`src/rtl/matrix5x5_linebuf_ctrl.sv`:
```
// Sequencer for the 5x5 line-buffer window: tracks pixel/line position, drives the
// four row-FIFO enables, appends two flush rows per frame and emits aligned window flags.

module matrix5x5_linebuf_ctrl #(
  parameter logic [10:0] IMG_HDISP = 11'd640,
  parameter logic [10:0] IMG_VDISP = 11'd480,
  parameter logic [10:0] DELAY_NUM = 11'd10,
  parameter int          PIPE_DLY  = 3
) (
  input  logic       clk,
  input  logic       rst_n,
  input  logic       per_img_vsync,
  input  logic       per_img_href,
  output logic [3:0] fifo_wen,
  output logic [3:0] fifo_ren,
  output logic       matrix_img_vsync,
  output logic       matrix_img_href,
  output logic       matrix_top_edge_flag,
  output logic       matrix_bottom_edge_flag,
  output logic       matrix_left_edge_flag,
  output logic       matrix_right_edge_flag,
  output logic       busy,
  output logic       frame_err
);

  typedef enum logic [2:0] {
    S_IDLE,
    S_FILL,
    S_STREAM,
    S_GAP1,
    S_FLUSH1,
    S_GAP2,
    S_FLUSH2
  } state_t;

  localparam logic [10:0] H_LAST   = IMG_HDISP - 11'd1;
  localparam logic [10:0] V_LAST   = IMG_VDISP - 11'd1;
  localparam logic [11:0] COL_LAST = {1'b0, H_LAST};
  localparam logic [11:0] COL_RGT  = {1'b0, IMG_HDISP - 11'd2};
  localparam logic [11:0] GAP_LAST = {1'b0, DELAY_NUM - 11'd1};
  localparam logic [10:0] CNT_MAX  = '1;

  state_t                     state_q, state_d;
  logic [10:0]                hcnt_q, hcnt_d;
  logic [10:0]                vcnt_q, vcnt_d;
  logic [11:0]                cyc_q, cyc_d;
  logic                       vsync_q, vsync_d;
  logic                       href_q, href_d;
  logic                       tail_q, tail_d;
  logic                       vs_hold_q, vs_hold_d;
  logic                       err_q, err_d;
  logic [PIPE_DLY-1:0][5:0]   dly_q, dly_d;

  logic        in_frame, in_tail, flush1, flush2, h, rv;
  logic        vs_rise, vs_fall, href_fall, last_pix, tail_err;
  logic        vs_int, top, bottom, left, right;
  logic [11:0] col;

  always_comb begin
    in_frame  = (state_q == S_FILL) || (state_q == S_STREAM);
    flush1    = (state_q == S_FLUSH1);
    flush2    = (state_q == S_FLUSH2);
    in_tail   = (state_q == S_GAP1) || flush1 || (state_q == S_GAP2) || flush2;
    h         = per_img_href && in_frame;
    vs_rise   = per_img_vsync && !vsync_q;
    vs_fall   = !per_img_vsync && vsync_q;
    href_fall = !per_img_href && href_q;
    last_pix  = (state_q == S_STREAM) && per_img_href &&
                (vcnt_q == V_LAST) && (hcnt_q == H_LAST);
    rv        = (h && (vcnt_q > 11'd1)) || flush1 || flush2;
    // An href already high when the tail starts is an over-long last line
    tail_err  = (per_img_href && (!href_q || !tail_q)) || vs_rise;
  end

  always_comb begin
    fifo_wen[0] = h;
    fifo_wen[1] = (h && (vcnt_q > 11'd0)) || flush1;
    fifo_wen[2] = (h && (vcnt_q > 11'd1)) || flush1;
    fifo_wen[3] = (h && (vcnt_q > 11'd2)) || flush1;
    fifo_ren[0] = (h && (vcnt_q > 11'd0)) || flush1;
    fifo_ren[1] = (h && (vcnt_q > 11'd1)) || flush1 || flush2;
    fifo_ren[2] = (h && (vcnt_q > 11'd2)) || flush1 || flush2;
    fifo_ren[3] = (h && (vcnt_q > 11'd3)) || flush1 || flush2;
  end

  always_comb begin
    vsync_d = per_img_vsync;
    href_d  = per_img_href;
    tail_d  = in_tail;
    hcnt_d  = '0;
    if (per_img_href) begin
      hcnt_d = (hcnt_q == CNT_MAX) ? hcnt_q : hcnt_q + 11'd1;
    end
    vcnt_d = vcnt_q;
    if (!per_img_vsync) begin
      vcnt_d = '0;
    end else if (href_fall && (vcnt_q != CNT_MAX)) begin
      vcnt_d = vcnt_q + 11'd1;
    end
  end

  always_comb begin
    state_d = state_q;
    err_d   = 1'b0;
    case (state_q)
      S_IDLE: begin
        if (vs_rise) state_d = S_FILL;
      end
      S_FILL, S_STREAM: begin
        if (last_pix) begin
          state_d = S_GAP1;
        end else begin
          if (href_fall && (hcnt_q != IMG_HDISP)) err_d = 1'b1;
          if (vs_fall) begin
            state_d = S_IDLE;
            err_d   = 1'b1;
          end else if ((state_q == S_FILL) && (vcnt_q >= 11'd2)) begin
            state_d = S_STREAM;
          end
        end
      end
      S_GAP1: begin
        err_d = tail_err;
        if (cyc_q == GAP_LAST) state_d = S_FLUSH1;
      end
      S_FLUSH1: begin
        err_d = tail_err;
        if (cyc_q == COL_LAST) state_d = S_GAP2;
      end
      S_GAP2: begin
        err_d = tail_err;
        if (cyc_q == GAP_LAST) state_d = S_FLUSH2;
      end
      S_FLUSH2: begin
        err_d = tail_err;
        if (cyc_q == COL_LAST) state_d = S_IDLE;
      end
      default: state_d = S_IDLE;
    endcase
    cyc_d = in_tail ? cyc_q + 12'd1 : 12'd0;
    if (state_d != state_q) cyc_d = '0;
  end

  // Output frame valid spans from the first window row to the last flush cycle
  always_comb begin
    vs_hold_d = vs_hold_q;
    if (h && (vcnt_q > 11'd1)) vs_hold_d = 1'b1;
    if (state_d == S_IDLE) vs_hold_d = 1'b0;
    vs_int = vs_hold_q || (h && (vcnt_q > 11'd1));
    top    = h && ((vcnt_q == 11'd2) || (vcnt_q == 11'd3));
    bottom = flush1 || flush2;
    col    = (flush1 || flush2) ? cyc_q : {1'b0, hcnt_q};
    left   = rv && (col <= 12'd1);
    right  = rv && (col >= COL_RGT);
    dly_d    = dly_q;
    dly_d[0] = {vs_int, rv, top, bottom, left, right};
    for (int i = 1; i < PIPE_DLY; i++) begin
      dly_d[i] = dly_q[i-1];
    end
  end

  // vsync_q resets high so a frame already in progress at reset release is not taken as new
  always_ff @(posedge clk or negedge rst_n) begin
    if (!rst_n) begin
      state_q   <= S_IDLE;
      hcnt_q    <= '0;
      vcnt_q    <= '0;
      cyc_q     <= '0;
      vsync_q   <= 1'b1;
      href_q    <= 1'b0;
      tail_q    <= 1'b0;
      vs_hold_q <= 1'b0;
      err_q     <= 1'b0;
      dly_q     <= '0;
    end else begin
      state_q   <= state_d;
      hcnt_q    <= hcnt_d;
      vcnt_q    <= vcnt_d;
      cyc_q     <= cyc_d;
      vsync_q   <= vsync_d;
      href_q    <= href_d;
      tail_q    <= tail_d;
      vs_hold_q <= vs_hold_d;
      err_q     <= err_d;
      dly_q     <= dly_d;
    end
  end

  assign {matrix_img_vsync, matrix_img_href, matrix_top_edge_flag,
          matrix_bottom_edge_flag, matrix_left_edge_flag,
          matrix_right_edge_flag} = dly_q[PIPE_DLY-1];
  assign busy      = (state_q != S_IDLE);
  assign frame_err = err_q;

endmodule

```
`config.mk`:
```
export PLATFORM = sky130hd
export DESIGN_NAME = matrix5x5_linebuf_ctrl
export DESIGN_NICKNAME = d
export VERILOG_FILES = /design/src/rtl/matrix5x5_linebuf_ctrl.sv
export SDC_FILE = /design/constraint.sdc
export NUM_CORES = 1
export LEC_CHECK = 0
export CAP_MARGIN = 20
export CORE_ASPECT_RATIO = 1.1
export CORE_MARGIN = 1.5
export CORE_UTILIZATION = 59
export DETAILED_ROUTE_END_ITERATION = 7
export GPL_ROUTABILITY_DRIVEN = 0
export PLACE_DENSITY = 0.83
export SYNTH_ARGS = -nofsm -noshare
export SYNTH_HDL_FRONTEND = slang
export SYNTH_SLANG_ARGS = --single-unit
```
`constraint.sdc`:
```
create_clock -name clk -period 2.2 [get_ports clk]
set_input_delay 0.44 -clock clk [delete_from_list [all_inputs] [get_ports clk]]
set_output_delay 0.44 -clock clk [all_outputs]
set_load 0.05 [all_outputs]
```
Word level (Yosys, flattened, before mapping):

Cells that the tools add are included.
Widths: inputs -> output; s select.

* $add $sub $neg: 3
* $lt $le $gt $ge: 7
* equal/unequal tests: 18
* muxes and demuxes: 22
* reduce and logical (&&, ||, !) cells: 45

Operators with widths (number)
* $mux 11: 4
* $mux 12: 3
* $mux 3: 8
* $add 11x1->11 const B: 2
* $eq 11x2->1 const B: 2
* $gt 11x1->1 const B: 2
* $gt 11x2->1 const B: 2
* $logic_and 1x1->1: 18
* $pmux 3 s6: 1
* $logic_or 1x1->1: 16
* $add 12x1->12 const B: 1
* $eq 12x10->1 const B: 1
* $eq 12x4->1 const B: 1
* $ge 12x10->1 const B: 1
* $le 12x1->1 const B: 1
* $eq 11x10->1 const B: 1
* $eq 11x11->1 const B: 1
* $eq 11x9->1 const B: 1
* $ge 11x2->1 const B: 1
* $ne 11x10->1 const B: 1
* $ne 11x11->1 const B: 1
* $eq 3x3->1 const B: 3
* $eq 3x2->1 const B: 2
* $logic_not 3->1: 2
* 11 further kinds: 19

* flip-flop bits (word level): 60
* input port bits: 4
* logic and storage cells: 107

Logic depth before layout (Yosys ltp):

* depth after elaboration: 8
* gate-level depth with buffers: 8
* depth with buffers taken out: 7

Worst setup path before layout:

No wires, ideal clock.

* path type: reg2out
* start point: reg state_q[0]
* end point: out fifo_wen[1]
* data arrival time: 2408 ps
* data required time: 1760 ps
* setup slack: -648 ps
* stages on the path, launching flop included: 6
* cells stage by stage: dfrtp_1 > buf_2 > nand2b_1 > clkbuf_1 > o21ai_0 > buf_4

* word-level cells in the longest chain between the ends: 5

Ends and longest elaborated chain
* from (decl): line 43 `state_t state_q, state_d;`
* from (signal assigned): line 176 `state_q <= state_d;`
* $eq 3x1->1 or $eq 3x2->1 (tied branches): line 60 `in_frame = (state_q == S_FILL) || (state_q == S_STREAM);`
* $logic_or 1x1->1: line 60
* $logic_and 1x1->1: line 64 `h = per_img_href && in_frame;`
* $logic_and 1x1->1
* $logic_or 1x1->1 (*)
* to (decl): line 14 `output logic [3:0] fifo_wen,`

Every way passes the cells marked *; elsewhere a longest branch is shown, timed or not.

Worst setup path after layout:

* start point: reg vcnt_q[2]
* end point: out fifo_wen[1]

* word-level cells in the longest chain between the ends: 3

Ends and longest elaborated chain
* from (decl): line 45 `logic [10:0] vcnt_q, vcnt_d;`
* from (signal assigned): line 178 `vcnt_q <= vcnt_d;`
* $gt 11x1->1: line 77 `fifo_wen[1] = (h && (vcnt_q > 11'd0)) || flush1;`
* $logic_and 1x1->1: line 77
* $logic_or 1x1->1: line 77

Every way passes these cells.

==> metrics.txt <==
CTS tree built; antenna violations before repair 0; I/O pin count 20; DRC 0; global route overflow 0; Worst Path Arrival 1.85 ns; first-pass GRT wire length 11,000 um; VDD IR-drop max 459 uV; final hold violations 0; Final setup viols 7; Max clock buf depth 2; outcome finished, violations left; worst-margin pin slew 0.556 ns; fin area 3850 sq um; die area 5660 sq um; total area of sequential cells 1510 sq um; Worst Skew 0.0123 ns; largest net degree at the start of global routing 37; max-cap viol count 0; post-placement cell count 390; Net Count, Synth 319; area occupied by multi-input gates 1540 sq um; clk sink count 60; Final HPWL DP 4290 um; Die Y 78.8 um; post-layout min period 2.29 ns; via count 2,432; Critical Path End Type output port; site row count 27; RSZ-0062 raised after global routing true; Seq/Total Area, Yosys 0.488; clk root buf clkbuf_8; Synth Register Bits 60; Core Region 5000 sq um; worst setup path class reg2out; Routed WL 6540 um; # nets final 358; leak pwr 1.77 nW; Final Non-Filler Cells 409; Slew headroom 0.630; filler instances 321; H-tree depth 3; Synth Area per Inst 10.0 sq um; fin crit share 1.04; min setup slack post-route -0.0931 ns; Worst-Skew Late Latency 0.34 ns; asr flop ratio synth 1.00; dpl cell area 3490 sq um; ratio of cells with drive above 1 in the final layout 0.217; failing checks negative setup slack; worst slack at placement -0.0902 ns; CTS Buf Count 9; Die Width 71.9 um; DRT antenna net count 0; Synth Instances 307; DRT iter0 DRCs 127; vias in the first global route 2,441; area share of the largest cell type after synthesis 0.480; Area growth syn-to-layout 25.0%; IO Port Bufs 19; Worst Path Max Fanout 4; Reg clk slew, reported paths 0.07 ns; Initial Util 0.616; final core utilization 0.770; fmax 436 MHz; ys flop type dfrtp_1; Ys Warns 0; type of origin of the critical path register; GRT Util Overall 0.254; Hold Slack 0.0879 ns; power per cell area 828 nW/um^2; DRT Pass-1 Iters 6; Via density 5.95; Post-Syn Area 3080 sq um; ANT cells 0; area leader, netlist dfrtp_1; top post-synthesis cells by area dfrtp_1, xnor2_1, nor2_1; Hold WC Path Type in2async; WL/cell 16.0 um; Yosys cell types 53; Slew Limit Fails 0; CP Data Required Time 1.76 ns; count of flip-flops with a built-in enable after synthesis 0
==> registers in the layout, indices dropped and copies added (netlist names) <==
name and cells:
cyc_q 12, dly_d 12, frame_err 1, hcnt_q 11
href_q 1, matrix_bottom_edge_flag 1, matrix_img_href 1, matrix_img_vsync 1
matrix_left_edge_flag 1, matrix_right_edge_flag 1, matrix_top_edge_flag 1, state_q 3
tail_q 1, vcnt_q 11, vs_hold_q 1, vsync_q 1
==> synthesized netlist by cell type (2+ instances only) <==
| cell type | instances |
|---|---|
| or3_1 | 4 |
| xor2_1 | 7 |
| and4_1 | 3 |
| nor4_1 | 4 |
| dfrtp_1 | 59 |
| nand2b_1 | 7 |
| a41oi_1 | 2 |
| nand3_1 | 10 |
| ha_1 | 8 |
| a21bo_2 | 2 |
| or3b_2 | 2 |
| mux2i_1 | 3 |
| o21a_1 | 2 |
| xnor2_1 | 15 |
| nor3b_2 | 2 |
| inv_1 | 10 |
| a21oi_1 | 8 |
| nand2_1 | 27 |
| buf_4 | 4 |
| nand4_1 | 11 |
| and3_1 | 3 |
| nor2_1 | 33 |
| nand4bb_1 | 3 |
| clkbuf_1 | 5 |
| nor3_1 | 6 |
| and3b_1 | 3 |
| nor2b_1 | 7 |
| buf_2 | 2 |
| a31oi_1 | 2 |
| o21ai_0 | 13 |
| o22ai_1 | 2 |
| a21boi_0 | 4 |
| nor3_2 | 2 |
| and2_1 | 13 |
==> stage by stage <==
stage               power, mW  setup TNS [ns]
global placement         1.85          -0.139
finish                   3.19          -0.544
floorplan                1.65          -0.653
CTS                      3.17          -0.421
detailed placement       1.87          -0.426
global route             3.30           -1.02
==> path summary, 6_finish.rpt <==
path / start / endpoint / slack, ns / cells after the start
worst max-delay path: vcnt_q[2] / fifo_wen[1] / -0.09 / 7
worst min-delay path: rst_n / cyc_q[11] / 0.09 / 1
worst max register to register: cyc_q[9] / cyc_q[2] / 0.17 / 5
worst min register to register: dly_d[15] / matrix_top_edge_flag / 0.35 / 0
max in group asynchronous: rst_n / vsync_q / 1.47 / 2
min in group clk: dly_d[15] / matrix_top_edge_flag / 0.35 / 0
==> layout make-up <==
class,instances,share of cell area
Clock buffer,12,0.0403
Tap cell,58,0.0189
Inverter,10,0.00975
Timing Repair Buffer,41,0.115
Multi-Input combinational cell,224,0.400
Clock inverter,4,0.0247
Sequential cell,60,0.391
==> cell families (layout without fill, tap and decap cells) <==
family	count (synthesis)	after routing	synth area share
AND/OR/NAND/NOR	147	147	0.271
buffers and inverters	23	67	0.0366
AO/OA/AOI/OAI	44	44	0.0996
flip-flops	60	60	0.488
XOR/XNOR	22	22	0.0626
adder cells (fa/ha/maj)	8	8	0.0325
multiplexers	3	3	0.00976
==> where the power goes <==
| part | internal (mW) | switching, mW |
|---|---|---|
| logic | 0.283 | 0.434 |
| registers | 1.17 | 0.0597 |
| clock network | 0.813 | 0.427 |
==> worst max-delay path, stage by stage, from the launching register on <==
cell and delay (ns):
dfrtp_1 0.39, nor4_2 0.30, buf_4 0.18, nand3_4 0.08
buf_6 0.16, o21ai_4 0.14, o21ai_4 0.10, buf_12 0.16
==> cells in the final DEF (no fill, tap or decap), drive strengths merged, types with 9 or more instances in the layout <==
cell type / Yosys / routed
and2: 13 / 13
buf: 7 / 32
clkbuf: 6 / 12
clkdlybuf4s50: 0 / 9
dfrtp: 59 / 59
inv: 10 / 10
nand2: 27 / 27
nand3: 10 / 10
nand4: 11 / 11
nor2: 33 / 33
o21ai: 13 / 13
xnor2: 15 / 15
==> per-layer routing <==
layer | wire (um) | track usage | part of all wire | vias to the layer above
met4 | 158 | 0.132 | 0.024 | 0
li1 | - | - | - | 1152
met3 | 226 | 0.0431 | 0.035 | 15
met2 | 3410 | 0.415 | 0.52 | 67
met5 | 0 | 0 | 0 | -
met1 | 2750 | 0.325 | 0.42 | 1198
==> what timing repair did <==
action                     4_1_cts  5_1_grt
pin swaps                        3        2
hold buffers                     0        0
cloned                           0        0
setup buffers                    2        1
gates resized for setup         22        3
setup endpoints to repair        7        7
Note: power is estimated with default switching activity, not from simulation.
